===== src/rtl/instr_prefetch_queue_if.sv =====
// ----------------------------------------------------------------------------
// instr_prefetch_queue_if
//
// Purpose: bundles the redirect, instruction-memory and decoder-facing signals
// of the instruction prefetch queue into one interface.
//
// Signal summary:
//   flush, flush_addr[31:0]      redirect pulse and new fetch address
//   mem_req, mem_addr[31:0]      read request to instruction memory
//   mem_ack, mem_rdata[31:0]     memory response for the current request
//   instr_valid, instr_data,
//   instr_pc, instr_ready        valid/ready hand-off of the FIFO head
//   fifo_count                   registered FIFO occupancy
//
// Modports:
//   master - the prefetch queue itself
//   slave  - the surrounding system (control path, memory, decoder)
// ----------------------------------------------------------------------------
interface instr_prefetch_queue_if #(
    parameter int unsigned DEPTH = 4
);
    localparam int unsigned CNT_W = $clog2(DEPTH) + 1;

    logic             flush;
    logic [31:0]      flush_addr;
    logic             mem_req;
    logic [31:0]      mem_addr;
    logic             mem_ack;
    logic [31:0]      mem_rdata;
    logic             instr_valid;
    logic [31:0]      instr_data;
    logic [31:0]      instr_pc;
    logic             instr_ready;
    logic [CNT_W-1:0] fifo_count;

    modport master (
        input  flush, flush_addr, mem_ack, mem_rdata, instr_ready,
        output mem_req, mem_addr, instr_valid, instr_data, instr_pc, fifo_count
    );

    modport slave (
        output flush, flush_addr, mem_ack, mem_rdata, instr_ready,
        input  mem_req, mem_addr, instr_valid, instr_data, instr_pc, fifo_count
    );
endinterface


===== src/rtl/instr_prefetch_queue.sv =====
// ----------------------------------------------------------------------------
// instr_prefetch_queue
//
// Purpose: fetch stage in front of the instruction decoder. Owns the fetch PC,
// issues word reads to instruction memory over a req/ack handshake, buffers
// returned {word, address} pairs in a DEPTH-entry FIFO and presents the FIFO
// head to the decoder over valid/ready. A flush discards everything buffered
// and any in-flight word, and restarts fetching at the new address.
//
// Parameters:
//   DEPTH        FIFO entries (power of two, >= 2)
//   RESET_VECTOR first fetch address after reset
//
// Ports:
//   clk    system clock, rising edge
//   reset  asynchronous, active-low reset
//   bus    instr_prefetch_queue_if.master (flush, memory and decoder signals)
//
// Build option:
//   PREFETCH_BYPASS_EN  when defined, a word acked while the FIFO is empty is
//                       presented to the decoder in the same cycle and is not
//                       pushed if the decoder takes it. When undefined there is
//                       no combinational path from mem_* to instr_*.
// ----------------------------------------------------------------------------
module instr_prefetch_queue #(
    parameter int unsigned DEPTH        = 4,
    parameter logic [31:0] RESET_VECTOR = 32'h0000_0000
) (
    input  logic                   clk,
    input  logic                   reset,
    instr_prefetch_queue_if.master bus
);
    localparam int unsigned PTR_W = $clog2(DEPTH);
    localparam int unsigned CNT_W = PTR_W + 1;
    localparam logic [CNT_W-1:0] FULL = CNT_W'(DEPTH);

    typedef enum logic [1:0] {
        IDLE,
        REQ,
        DISCARD
    } state_e;

    state_e           state_q, state_d;
    logic             mem_req_q, mem_req_d;
    logic [31:0]      mem_addr_q, mem_addr_d;
    logic [31:0]      fetch_pc_q, fetch_pc_d;

    logic [31:0]      data_mem [DEPTH];
    logic [31:0]      pc_mem   [DEPTH];
    logic [PTR_W-1:0] rd_ptr_q, wr_ptr_q;
    logic [CNT_W-1:0] count_q;
    logic [CNT_W-1:0] count_after;

    logic             fifo_empty;
    logic             push;
    logic             pop_fifo;
    logic             clear;
    logic             bypass_take;
    logic             instr_valid;
    logic [31:0]      flush_pc;
    logic [31:0]      next_addr;

    // Fetch addresses are word aligned, so the low bits of a redirect target are dropped.
    assign flush_pc   = bus.flush_addr & 32'hFFFF_FFFC;
    assign next_addr  = mem_addr_q + 32'd4;
    assign fifo_empty = (count_q == '0);

    // ------------------------------------------------------------------------
    // Decoder-facing head: decoded from the FIFO, optionally bypassed.
    // ------------------------------------------------------------------------
    always_comb begin
        // NOTE: every output of this block gets a default first so no path leaves it unassigned, which would infer a latch.
        instr_valid    = 1'b0;
        bus.instr_data = 32'h0;
        bus.instr_pc   = 32'h0;
        bypass_take    = 1'b0;
        if (!fifo_empty) begin
            instr_valid    = 1'b1;
            bus.instr_data = data_mem[rd_ptr_q];
            bus.instr_pc   = pc_mem[rd_ptr_q];
        end
`ifdef PREFETCH_BYPASS_EN
        // Only an ack for a live request (REQ) carries a word worth delivering.
        else if (state_q == REQ && bus.mem_ack && !bus.flush) begin
            instr_valid    = 1'b1;
            bus.instr_data = bus.mem_rdata;
            bus.instr_pc   = mem_addr_q;
            bypass_take    = bus.instr_ready;
        end
`endif
    end

    assign bus.instr_valid = instr_valid;
    // A flush wins over a same-cycle pop; the bypassed word never sits in the FIFO.
    assign pop_fifo = !fifo_empty && bus.instr_ready && !bus.flush;

    // ------------------------------------------------------------------------
    // Fetch FSM: next state, request outputs and FIFO push/clear.
    // ------------------------------------------------------------------------
    always_comb begin
        state_d     = state_q;
        mem_req_d   = mem_req_q;
        mem_addr_d  = mem_addr_q;
        fetch_pc_d  = fetch_pc_q;
        push        = 1'b0;
        clear       = 1'b0;
        count_after = count_q;

        unique case (state_q)
            IDLE: begin
                if (bus.flush) begin
                    clear      = 1'b1;
                    fetch_pc_d = flush_pc;
                    state_d    = REQ;
                    mem_req_d  = 1'b1;
                    mem_addr_d = flush_pc;
                end else if (count_q < FULL) begin
                    state_d    = REQ;
                    mem_req_d  = 1'b1;
                    mem_addr_d = fetch_pc_q;
                end
            end

            REQ: begin
                if (bus.flush) begin
                    clear      = 1'b1;
                    fetch_pc_d = flush_pc;
                    if (bus.mem_ack) begin
                        // Request completed this edge; its word is dropped.
                        mem_addr_d = flush_pc;
                    end else begin
                        // The request cannot be withdrawn: wait out its ack.
                        state_d = DISCARD;
                    end
                end else if (bus.mem_ack) begin
                    push        = !bypass_take;
                    fetch_pc_d  = next_addr;
                    count_after = count_q + CNT_W'(push) - CNT_W'(pop_fifo);
                    // Keep one free slot for every outstanding request.
                    if (count_after < FULL) begin
                        mem_addr_d = next_addr;
                    end else begin
                        state_d   = IDLE;
                        mem_req_d = 1'b0;
                    end
                end
            end

            DISCARD: begin
                if (bus.flush) begin
                    clear      = 1'b1;
                    fetch_pc_d = flush_pc;
                end
                if (bus.mem_ack) begin
                    // Stale word dropped; reissue at the latest redirect target.
                    state_d    = REQ;
                    mem_addr_d = bus.flush ? flush_pc : fetch_pc_q;
                end
            end

            default: begin
                state_d   = IDLE;
                mem_req_d = 1'b0;
            end
        endcase
    end

    // ------------------------------------------------------------------------
    // State and control registers.
    // ------------------------------------------------------------------------
    always_ff @(posedge clk or negedge reset) begin
        // NOTE: sequential state uses non-blocking assignments so every register samples pre-edge values.
        if (!reset) begin
            state_q    <= IDLE;
            mem_req_q  <= 1'b0;
            mem_addr_q <= RESET_VECTOR;
            fetch_pc_q <= RESET_VECTOR;
            rd_ptr_q   <= '0;
            wr_ptr_q   <= '0;
            count_q    <= '0;
        end else begin
            state_q    <= state_d;
            mem_req_q  <= mem_req_d;
            mem_addr_q <= mem_addr_d;
            fetch_pc_q <= fetch_pc_d;
            if (clear) begin
                rd_ptr_q <= '0;
                wr_ptr_q <= '0;
                count_q  <= '0;
            end else begin
                if (push) begin
                    wr_ptr_q <= wr_ptr_q + PTR_W'(1);
                end
                if (pop_fifo) begin
                    rd_ptr_q <= rd_ptr_q + PTR_W'(1);
                end
                count_q <= count_q + CNT_W'(push) - CNT_W'(pop_fifo);
            end
        end
    end

    // NOTE: the storage array has no reset; occupancy lives in count_q and the head outputs are gated by it.
    always_ff @(posedge clk) begin
        if (push) begin
            data_mem[wr_ptr_q] <= bus.mem_rdata;
            pc_mem[wr_ptr_q]   <= mem_addr_q;
        end
    end

    assign bus.mem_req    = mem_req_q;
    assign bus.mem_addr   = mem_addr_q;
    assign bus.fifo_count = count_q;

endmodule


===== src/flat_wrapper.sv =====
// flat-port wrapper written by rule: the top's interface ports become plain ports
module instr_prefetch_queue_flat 
#(
    parameter int unsigned DEPTH        = 4,
    parameter logic [31:0] RESET_VECTOR = 32'h0000_0000
)
  (clk, reset, bus_flush, bus_flush_addr, bus_mem_ack, bus_mem_rdata, bus_instr_ready, bus_mem_req, bus_mem_addr, bus_instr_valid, bus_instr_data, bus_instr_pc, bus_fifo_count);
  instr_prefetch_queue_if #(.DEPTH(DEPTH)) bus_i ();
  input  logic clk;
  input  logic reset;
  input wire logic [$bits(bus_i.flush)-1:0] bus_flush;
  input wire logic [$bits(bus_i.flush_addr)-1:0] bus_flush_addr;
  input wire logic [$bits(bus_i.mem_ack)-1:0] bus_mem_ack;
  input wire logic [$bits(bus_i.mem_rdata)-1:0] bus_mem_rdata;
  input wire logic [$bits(bus_i.instr_ready)-1:0] bus_instr_ready;
  output wire logic [$bits(bus_i.mem_req)-1:0] bus_mem_req;
  output wire logic [$bits(bus_i.mem_addr)-1:0] bus_mem_addr;
  output wire logic [$bits(bus_i.instr_valid)-1:0] bus_instr_valid;
  output wire logic [$bits(bus_i.instr_data)-1:0] bus_instr_data;
  output wire logic [$bits(bus_i.instr_pc)-1:0] bus_instr_pc;
  output wire logic [$bits(bus_i.fifo_count)-1:0] bus_fifo_count;
  assign bus_i.flush = bus_flush;
  assign bus_i.flush_addr = bus_flush_addr;
  assign bus_i.mem_ack = bus_mem_ack;
  assign bus_i.mem_rdata = bus_mem_rdata;
  assign bus_i.instr_ready = bus_instr_ready;
  assign bus_mem_req = bus_i.mem_req;
  assign bus_mem_addr = bus_i.mem_addr;
  assign bus_instr_valid = bus_i.instr_valid;
  assign bus_instr_data = bus_i.instr_data;
  assign bus_instr_pc = bus_i.instr_pc;
  assign bus_fifo_count = bus_i.fifo_count;
  instr_prefetch_queue #(.DEPTH(DEPTH), .RESET_VECTOR(RESET_VECTOR)) u_core (.clk(clk), .reset(reset), .bus(bus_i));
endmodule

===== config.mk =====
export PLATFORM = sky130hd
export DESIGN_NAME = instr_prefetch_queue_flat
export DESIGN_NICKNAME = d
export VERILOG_FILES = /design/src/rtl/instr_prefetch_queue_if.sv /design/src/rtl/instr_prefetch_queue.sv /design/src/flat_wrapper.sv
export SDC_FILE = /design/constraint.sdc
export NUM_CORES = 1
export LEC_CHECK = 0
export CAP_MARGIN = 25
export CORE_UTILIZATION = 39
export DETAILED_ROUTE_END_ITERATION = 16
export PLACE_DENSITY = 0.55
export SETUP_SLACK_MARGIN = 0.02
export SLEW_MARGIN = 20
export SYNTH_ARGS = -nofsm -noshare
export SYNTH_HDL_FRONTEND = slang
export SYNTH_SLANG_ARGS = --single-unit

===== constraint.sdc =====
create_clock -name clk -period 5.2 [get_ports clk]
set_input_delay 1.04 -clock clk [delete_from_list [all_inputs] [get_ports clk]]
set_output_delay 1.04 -clock clk [all_outputs]
set_load 0.05 [all_outputs]

* Word-level counts from Yosys, hierarchy flattened
Memory sizes are Yosys's and may differ from the RTL's.
Cells that the tools add are included.
** Operators by class
- $lt $le $gt $ge :: 2
- Bitwise gates (word level) :: 1
- Mux-type cells :: 41
- Reductions and logical operators :: 16
- Equal/unequal tests :: 11
- Add/subtract/negate cells :: 7
** Operators with widths (count)
- $mux 32 :: 12
- $pmux 32 s3 :: 1
- $pmux 32 s2 :: 1
- $add 32x3->32 const B :: 1
- $mux 2 :: 11
- $reduce_and 5->1 :: 3
- $mux 1 :: 13
- $ne 3x3->1 const B :: 3
- $ne 2x2->1 const B :: 4
- $lt 3x3->1 const B :: 2
- $ne 3x2->1 const B :: 2
- $pmux 2 s3 :: 1
- $reduce_bool 2->1 :: 3
- $sub 3x1->3 :: 2
- $add 2x1->2 const B :: 2
- $add 3x1->3 :: 1
- $add 3x1->3 const B :: 1
- $logic_not 3->1 :: 1
- $mux 3 :: 1
- $pmux 1 s3 :: 1
- $reduce_bool 3->1 :: 1
- $reduce_or 3->1 :: 1
- $eq 2x1->1 const B :: 1
- $eq 2x2->1 const B :: 1
- 6 further kinds :: 8
** Word-level totals
- Input port bits :: 69
- Word-level logic and storage cells :: 87
- Flip-flop bits (word level) :: 74
- Memories :: 2
- Bits in writable memories :: 256
** Memory list
- u_core.data_mem :: depth 4, bits a word 32, read ports 1, clocked after Yosys merged registers in 0, wr ports 1, line instr_prefetch_queue.sv:48 : logic [31:0] data_mem [DEPTH];
- u_core.pc_mem :: depth 4, bits a word 32, read ports 1, clocked after Yosys merged registers in 0, wr ports 1, line instr_prefetch_queue.sv:49 : logic [31:0] pc_mem [DEPTH];

* Logic depth before layout (Yosys ltp)
- Depth in word-level cells :: 10
- Depth in mapped cells :: 11

* Worst setup path before layout
Ideal clock, no wire load.
- Kind :: input -> register
- Start point :: input port bus_mem_ack
- End point :: memory u_core.data_mem[0][0], enable pin
- Buffers on the path :: 0
- Cell stages on the path :: 2
- Arrival :: 2911 ps
- Setup slack :: 1860 ps
- Cell sequence :: nor2b_1 -> and3_1
** Between the ends
- Word-level cells in the longest chain between the ends :: 5
** RTL lines
- start: declaration :: line flat_wrapper.sv:13 : input wire logic [$bits(bus_i.mem_ack)-1:0] bus_mem_ack;
- $mux 1 :: line instr_prefetch_queue.sv:135 : end else if (bus.mem_ack) begin
- $mux 1 :: line instr_prefetch_queue.sv:125 : if (bus.flush) begin
- $mux 1 :: line instr_prefetch_queue.sv:109 : unique case (state_q)
- $mux 1 :: line instr_prefetch_queue.sv:204 : if (push) begin
- $mux 1 (implied by the code) :: line instr_prefetch_queue.sv:205 : data_mem[wr_ptr_q] <= bus.mem_rdata;
- end: declaration :: line instr_prefetch_queue.sv:48
Every way passes these cells.

* Final worst setup path
- Start point :: register u_core.rd_ptr_q[0]
- End point :: output port bus_instr_pc[28]
** Between the ends
- Word-level cells in the longest chain between the ends :: 2
** RTL lines
- start: declaration :: line instr_prefetch_queue.sv:50 : logic [PTR_W-1:0] rd_ptr_q, wr_ptr_q;
- start signal: assignment :: line instr_prefetch_queue.sv:195 : rd_ptr_q <= rd_ptr_q + PTR_W'(1);
- $mem_v2 4x32
- $mux 32 :: line instr_prefetch_queue.sv:77 : if (!fifo_empty) begin
- end: declaration :: line flat_wrapper.sv:20 : output wire logic [$bits(bus_i.instr_pc)-1:0] bus_instr_pc;
Every way passes these cells.

==> summary.txt <==
Status
  • Status: finished clean

Detailed routing
  • 1st-pass router iterations: 5
  • Routed vias/inst: 5.51
  • Mean routed wirelength per cell: 22.1 µm
  • Via count: 9199
  • Drt drc: 0
  • Detailed Route Iter0 Violations: 582
  • Routed WL: 36.9 mm
  • Detail Route Antenna Nets: 0

Floorplan
  • FP Rows: 70
  • Starting Density: 0.396
  • Ports: 170
  • Chip width: 195 µm
  • Core area: 0.0366 mm²
  • Die ar.: 0.0380 mm²
  • Die H: 195 µm

Power
  • Pleak: 0.00611 µW
  • Peak VDD IR: 401 µV
  • Pwr Density: 621 mW/mm²
  • Final total power: 11300 µW

Clock network
  • Resize count post-CTS: 0
  • Htree depth: 2
  • Hold Buf Count CTS: 0
  • Worst-Skew Late Latency: 0.53 ns
  • Num CTS Buffers: 38
  • Root buf cell: clkbuf_16
  • Clock Tree Buf Depth: 3
  • CTS tree: done
  • Sink Count: 330
  • Setup Fix Bufs, Post-CTS: 0
  • Clk pin slew, worst setup/hold paths: 0.06 ns

Synthesis
  • Post-synth EDFFs: 256
  • Top FF cell, synth: edfxtp_1
  • Most numerous cell in the Yosys netlist: edfxtp_1
  • Mean post-synth cell area: 14.5 µm²
  • Synth area leaders: edfxtp_1, dfrtp_1, mux4_2
  • Yosys top cell area share: 0.530
  • Top cells by count, synth: edfxtp_1, dfrtp_1, and2_1, nand2_1, mux4_2
  • Register bit total from synthesis: 330
  • Syn Nets: 1076
  • Synth Instances: 998
  • Ys Warns: 0
  • Sequential fraction of the synthesis area: 0.657
  • Mapped Area: 0.0145 mm²
  • Post-synthesis async set-or-reset flop share: 0.224
  • Count of unique library cells instantiated by Yosys: 58
  • Area leader, netlist: edfxtp_1

Timing
  • Hold Vio Cnt, Final: 0
  • Final hold slack: 0.483 ns
  • Setup Total Neg Slack: 0 ns
  • Final Cycle Share: 0.810
  • Final setup fails: 0
  • Worst-Margin Slew: 0.985 ns
  • Worst Skew: 0.0149 ns
  • Final Critical Period: 4.21 ns
  • Unrepaired setup endpoints after global routing: no
  • Fmax: 237 MHz
  • Final Max Slew Viols: 0
  • Worst rel slew slack: 0.338

Run
  • Max cap viols: 0

Layout
  • Diode count: 0
  • Fin nets: 1249
  • Non-filler instance count after layout: 1668
  • Post-Route Utilization: 0.495
  • Fraction of layout cells with a size suffix above 1: 0.144
  • Fillers: 3183
  • Area Overhead vs Synth: 24.9%

Global routing
  • Total grt overflow: 0
  • Largest net degree at the start of global routing: 50
  • First-pass GRT wire length: 57.0 mm
  • Total GRT Usage: 0.196
  • Initial antenna violation count: 0
  • Vias in the first global route: 9414

Place
  • Placed insts: 1598
  • Gpl congestion: 0.824
  • Port Buffer Count: 167
  • DP HPWL: 23.2 mm

Setup path
  • Worst setup SP type: flop
  • CP required: 4.16 ns
  • Critical setup path kind: flop to output pin
  • CP Capture Type: output pin
  • Crit-path max FO: 49
  • CP Data Arrival Time: 3.17 ns

Hold path
  • Hold WC Path Type: primary input to async pin
==> final timing paths <==
kind	from	to	slack, ns	cells past startpoint
setup reg to reg	u_core.bus.fifo_count[2]$_DFF_PN0_	u_core.bus.mem_addr[26]$_DFFE_PN0P_	1.84	10
max in group asynchronous	reset	u_core.rd_ptr_q[0]$_DFFE_PN0P_	4.07	2
hold / removal	reset	u_core.bus.mem_addr[29]$_DFFE_PN0P_	0.48	1
setup / recovery	u_core.rd_ptr_q[0]$_DFFE_PN0P_	bus_instr_pc[28]	0.99	4
min in group clk	u_core.fetch_pc_q[1]$_DFFE_PN0P_	u_core.fetch_pc_q[1]$_DFFE_PN0P_	0.52	2
hold reg to reg	u_core.fetch_pc_q[1]$_DFFE_PN0P_	u_core.fetch_pc_q[1]$_DFFE_PN0P_	0.52	2
==> per-stage QoR <==
step	instance area, µm²	worst slack (ns)
2_1_floorplan	14500	1.86
3_3_place_gp	16800	1.38
3_5_place_dp	16800	1.46
4_1_cts	18100	0.889
5_1_grt	18100	0.811
6_report	18100	0.987
==> state kept, by name, summed over array words and instances (netlist names) <==
name and count:
u_core.bus.fifo_count 3, u_core.bus.mem_addr 32, u_core.bus.mem_req 1, u_core.data_mem 128, u_core.fetch_pc_q 32, u_core.pc_mem 128
u_core.rd_ptr_q 2, u_core.state_q 2, u_core.wr_ptr_q 2
==> cell usage in the layout, fill, tap and decap left out, types with 16 or more instances in the layout <==
cell             count
nand2_1             66
and2_1              71
clkdlybuf4s50_1    165
nor2_1              42
clkbuf_16           39
buf_4               21
nand3_1             16
edfxtp_1           256
mux4_2              64
inv_1               16
o21ai_0             40
o22ai_1             24
xnor2_1             18
a211oi_1            17
a21oi_1             61
dfrtp_1             71
==> cell type report <==
type / instances / area [µm²] / area share
inverter: 18 / 67.6 / 0.00373
sequential: 330 / 9550 / 0.527
timing repair buffer: 194 / 1950 / 0.107
multi-input combinational: 589 / 4700 / 0.259
clock inverter: 18 / 223 / 0.0123
tap: 468 / 586 / 0.0323
clock buffer: 51 / 1050 / 0.0580
==> report_power, final <==
part / internal (µW) / switching [µW]
clock: 1630 / 1060
sequential: 3320 / 579
combinational: 1750 / 2910
total: 6700 / 4560
==> critical path, cell delays in order, from the launching register on <==
cell and delay, ns:
dfrtp_4 0.70, buf_12 0.43, mux4_2 0.57, and2_1 0.21, clkdlybuf4s50_1 0.70
==> cell families after synthesis <==
kind of cell,Yosys count,synth area share
flip-flops,330,0.657
AND/OR/NAND/NOR,265,0.0958
AO/OA/AOI/OAI,211,0.0935
buffers and inverters,79,0.0209
multiplexers,71,0.104
XOR/XNOR,33,0.0199
adder cells (fa/ha/maj),9,0.00828
==> metal layers <==
| metal | vias up | part of all wire | track usage |
|---|---|---|---|
| li1 | 4206 | - | - |
| met1 | 4686 | 0.45 | 0.273 |
| met2 | 258 | 0.48 | 0.323 |
| met3 | 49 | 0.047 | 0.0305 |
| met4 | 0 | 0.018 | 0.0464 |
| met5 | - | 0 | 0 |
Power figures use the tool's default switching activity.
==> patch 1 (same settings) <==
`DEPTH` is set to 4 in 3 places; all go to 2.
--- a/src/rtl/instr_prefetch_queue_if.sv
+++ b/src/rtl/instr_prefetch_queue_if.sv
@@ -19,3 +19,3 @@
 interface instr_prefetch_queue_if #(
-    parameter int unsigned DEPTH = 4
+    parameter int unsigned DEPTH = 2
 );
--- a/src/rtl/instr_prefetch_queue.sv
+++ b/src/rtl/instr_prefetch_queue.sv
@@ -25,3 +25,3 @@
 module instr_prefetch_queue #(
-    parameter int unsigned DEPTH        = 4,
+    parameter int unsigned DEPTH        = 2,
     parameter logic [31:0] RESET_VECTOR = 32'h0000_0000
--- a/src/flat_wrapper.sv
+++ b/src/flat_wrapper.sv
@@ -3,3 +3,3 @@
 #(
-    parameter int unsigned DEPTH        = 4,
+    parameter int unsigned DEPTH        = 2,
     parameter logic [31:0] RESET_VECTOR = 32'h0000_0000
Interface: changed (resized bus_fifo_count); port bits go from 170 to 169. No check against the original RTL was run, so the function may have changed too.
==> patch 1 against the original RTL <==
- wire length shrank 32%
- final area shrank 35%
- area after synthesis shrank 37%
- synthesized cell count shrank 20%
- worst setup slack gained 500 ps
- non-clock buffer count shrank 13
- sequential share of layout area shrank 5.2 points
- sequential cell count shrank 131
- power shrank 31%
- register-to-register slack lost 40 ps
- largest cell class unchanged
- first-iteration DRC count shrank 2.6%
- global-route usage grew 1.5 points
- highest routed layer unchanged
- core utilization grew 2.4 points
- worst hold slack lost 23 ps
==> patch 1: results (changes against the original RTL) <==
<table>
<tr><th>Metric</th><th>Value</th></tr>
<tr><th colspan="2">Logic synthesis</th></tr>
<tr><td>Async set-or-reset flop fraction in the synthesized netlist</td><td>35.68% (+13 points)</td></tr>
<tr><td>Multiplexer share of the synthesized area</td><td>7.460% (-3.0 points)</td></tr>
<tr><td>Largest cells by area after synthesis</td><td>edfxtp_1 42%, dfrtp_1 19%, mux2i_1 7.0%, nor2_1 4.0%, a21oi_1 3.8%</td></tr>
<tr><td>Fraction of the mapped netlist area in adder cells</td><td>0.5445% (-0.28 points)</td></tr>
<tr><td>Compound-gate portion of the synthesized area</td><td>13.68% (+4.3 points)</td></tr>
<tr><td>Synthesized net count</td><td>875 (-19%)</td></tr>
<tr><td>Number of distinct library cells after synthesis</td><td>57 (-1.7%)</td></tr>
<tr><td>Share of the synthesized area in the top cell type</td><td>41.82% (-11 points)</td></tr>
<tr><th colspan="2">Cells and area</th></tr>
<tr><td>Count of filler cells inserted in the layout</td><td>2011 (-37%)</td></tr>
<tr><td>Total area of multi-input combinational cells</td><td>3341 sq um (-29%)</td></tr>
<tr><td>Largest registers ranked by flip-flop count</td><td>u_core.data_mem x64, u_core.pc_mem x64</td></tr>
<tr><td>Count of placed standard cells in the final layout, fillers left out</td><td>1278 (-23%)</td></tr>
<tr><th colspan="2">Place</th></tr>
<tr><td>Placed standard-cell area</td><td>11230 sq um (-33%)</td></tr>
<tr><td>Worst slack at placement</td><td>1556 ps (+97.79 ps)</td></tr>
<tr><td>Placed insts</td><td>1245 (-22%)</td></tr>
<tr><td>Weighted congestion at the end of routability-driven global placement</td><td>0.7993 (-3.0%)</td></tr>
<tr><th colspan="2">Setup path</th></tr>
<tr><td>End point of the critical path</td><td>bus_instr_data[5]</td></tr>
<tr><td>End of the worst register-to-register path</td><td>u_core.pc_mem[1][18]$_DFFE_PP_</td></tr>
<tr><td>Setup crit start</td><td>u_core.rd_ptr_q$_DFFE_PN0P_</td></tr>
<tr><th colspan="2">Status</th></tr>
<tr><td>Run status</td><td>finished clean</td></tr>
<tr><th colspan="2">Clocking</th></tr>
<tr><td>H-tree depth reported by CTS</td><td>4 (+2)</td></tr>
<tr><td>Total CTS buffers</td><td>17 (-55%)</td></tr>
<tr><td>Later-pin clock latency in the skew report</td><td>440 ps (-90 ps)</td></tr>
<tr><th colspan="2">Timing</th></tr>
<tr><td>Max-Slew Margin vs Limit</td><td>36.61% (+2.8 points)</td></tr>
<tr><td>Final Worst Setup Slack</td><td>1491 ps (+504.4 ps)</td></tr>
<tr><td>Worst slack on hold paths</td><td>460.6 ps (-22.68 ps)</td></tr>
<tr><th colspan="2">Routing</th></tr>
<tr><td>Vias per cell</td><td>5.527 (+0.22%)</td></tr>
<tr><td>Overall routed net length</td><td>25.17 mm (-32%)</td></tr>
<tr><td>Pre-antenna DRT Iters</td><td>6 (+1)</td></tr>
<tr><th colspan="2">GRT</th></tr>
<tr><td>Via count of the first global-routing pass</td><td>6954 (-26%)</td></tr>
<tr><td>First-pass GRT wire length</td><td>38.64 mm (-32%)</td></tr>
</table>
==> patch 1: cell count changes after synthesis, sizes merged, moves of 9 or more <==
cell / before / now
a211oi: 17 / 2
a22oi: 2 / 11
and2: 71 / 3
clkbuf: 52 / 36
edfxtp: 256 / 128
mux2i: 4 / 64
mux4: 64 / 0
nand2b: 15 / 4
nor2: 42 / 97
==> patch 1: routing by layer <==
metal / vias up / wire [um] / GRT usage (%)
li1: 3273 / - / -
met2: 300 / 11640 / 33.50
met5: - / 0 / 0
met3: 48 / 1388 / 3.565
met1: 3443 / 11650 / 28.93
met4: 0 / 491 / 8.403
==> patch 1: power by group <==
part	internal, mW	total, mW	switching, mW
Sequential	2.11	2.62	0.507
Clock	0.694	1.36	0.662
Combinational	1.30	3.78	2.49
==> patch 1: cell type report <==
class                      instances  share of cell area (%)
tap                              313                   3.303
clock buffer                      17                   3.588
multi-input combinational        536                   28.18
sequential                       199                   47.44
clock inverter                    15                   1.541
inverter                          17                  0.5383
timing repair buffer             181                   15.41
==> patch 2 (same flow settings) <==
Made on the original files. Reset style: synchronous (`reset`), changed in one clocked block. Comments in the files are not updated.
--- a/src/rtl/instr_prefetch_queue.sv
+++ b/src/rtl/instr_prefetch_queue.sv
@@ -170,3 +170,3 @@
     // ------------------------------------------------------------------------
-    always_ff @(posedge clk or negedge reset) begin
+    always_ff @(posedge clk) begin
         // NOTE: sequential state uses non-blocking assignments so every register samples pre-edge values.
Formal check against the unedited RTL: differs if reset is asserted again (counterexample within 4 cycles, from zero or initial values and one cycle with reset low); with reset held inactive, the same outputs for 4 cycles.
==> patch 2 against the original RTL <==
- area after synthesis fell by 0.29%
- sequential cell count grew 2
- wire length decreased by 0.65%
- sequential share of layout area is 1.6 points lower
- worst hold slack lost 9.8 ps
- core utilization down 0.13 points
- register-to-register slack improved by 260 ps
- synthesized cell count is 1.5% higher
- final area shrank 0.51%
- worst setup slack gained 24 ps
- fmax grew 0.57%
- largest cell class unchanged
Power is not compared: it rests on default switching activity, and its combinational part moved more than twofold at a synthesized area within 25%.
==> patch 2: results (changes against the original RTL) <==
<table>
<tr><th>Metric</th><th>Value</th></tr>
<tr><th colspan="2">Cells and area</th></tr>
<tr><td>Post-layout net count</td><td>1262 (+1.0%)</td></tr>
<tr><td>Count of filler cells inserted in the layout</td><td>3211 (+0.88%)</td></tr>
<tr><td>Area of all placed cells without fillers</td><td>18030 sq um (-0.51%)</td></tr>
<tr><th colspan="2">Logic synthesis</th></tr>
<tr><td>Largest cells by area after synthesis</td><td>edfxtp_1 53%, dfxtp_1 11%, mux4_2 10%, and2_1 3.1%, a21oi_1 1.5%</td></tr>
<tr><td>Sequential cell area fraction in the yosys report</td><td>63.63% (-2.1 points)</td></tr>
<tr><td>Number of distinct library cells after synthesis</td><td>81 (+40%)</td></tr>
<tr><td>Avg Inst Size Synth</td><td>14.29 sq um (-1.8%)</td></tr>
<tr><td>XOR/XNOR Fraction of Synth Area</td><td>1.453% (-0.54 points)</td></tr>
<tr><td>Synthesized net count</td><td>1091 (+1.4%)</td></tr>
<tr><th colspan="2">Place</th></tr>
<tr><td>Detail Placement HPWL</td><td>22.62 mm (-2.5%)</td></tr>
<tr><td>Placed insts</td><td>1611 (+0.81%)</td></tr>
<tr><td>Worst slack at placement</td><td>1373 ps (-84.50 ps)</td></tr>
<tr><td>Placed standard-cell area</td><td>16770 sq um (-0.27%)</td></tr>
<tr><td>Weighted congestion at the end of routability-driven global placement</td><td>0.8107 (-1.6%)</td></tr>
<tr><th colspan="2">GRT</th></tr>
<tr><td>GRT Total Usage</td><td>19.51% (-0.092 points)</td></tr>
<tr><td>Pin count of the biggest net entering global routing</td><td>75 (+50%)</td></tr>
<tr><td>Routing usage on met3</td><td>2.950% (-0.10 points)</td></tr>
<tr><td>Global routing usage on met2</td><td>31.77% (-0.51 points)</td></tr>
<tr><td>First-pass GRT wire length</td><td>56.59 mm (-0.67%)</td></tr>
<tr><td>M1 GR Usage</td><td>27.60% (+0.28 points)</td></tr>
<tr><th colspan="2">Clocking</th></tr>
<tr><td>Total CTS buffers</td><td>39 (+2.6%)</td></tr>
<tr><th colspan="2">Timing</th></tr>
<tr><td>Transition at the pin with the smallest max-transition slack</td><td>1098 ps (+112.6 ps)</td></tr>
<tr><td>Clock tree skew after final layout</td><td>20.58 ps (+5.671 ps)</td></tr>
<tr><th colspan="2">Routing</th></tr>
<tr><td>Wire length on met3</td><td>1.816 mm (+5.5%)</td></tr>
<tr><td>Vias per cell</td><td>5.496 (-0.34%)</td></tr>
<tr><td>Met1 Routed Length</td><td>16.77 mm (+0.50%)</td></tr>
<tr><th colspan="2">Status</th></tr>
<tr><td>Run status</td><td>finished clean</td></tr>
<tr><th colspan="2">Setup path</th></tr>
<tr><td>Cell type of the slowest stage on the worst timing path</td><td>clkdlybuf4s50_1</td></tr>
<tr><td>WP data arrival</td><td>3150 ps (-20 ps)</td></tr>
<tr><td>Maximum fanout along the worst path</td><td>26 (-47%)</td></tr>
<tr><th colspan="2">Power</th></tr>
<tr><td>Overall Power</td><td>6.310 mW</td></tr>
</table>
## patch 2: final timing paths
| kind | endpoint | slack, ps | depth (start not counted) |
|---|---|---|---|
| min reg2reg | u_core.bus.mem_addr[0]$_SDFFE_PN0P_ | 470 | 2 |
| max reg2reg | u_core.bus.mem_addr[13]$_SDFFE_PN0P_ | 2100 | 9 |
| max | bus_instr_pc[18] | 1010 | 4 |
| min | u_core.bus.mem_addr[0]$_SDFFE_PN0P_ | 470 | 2 |
## patch 2: cell type report
class                           count  share of cell area (%)
Timing Repair Buffer              200                   10.97
Sequential cell                   332                   51.12
Inverter                           22                  0.4580
Tap cell                          468                   3.248
Multi-Input combinational cell    589                   27.22
Clock inverter                     26                   1.298
Clock buffer                       46                   5.677
Antenna cell                        1                 0.01388
## patch 2: cells by family after synthesis
| family | Yosys count |
|---|---|
| fa+ha+maj | 9 |
| mux | 78 |
| buf+inv | 92 |
| compound gates | 210 |
| xor+xnor | 24 |
| simple gates | 268 |
| flops | 332 |
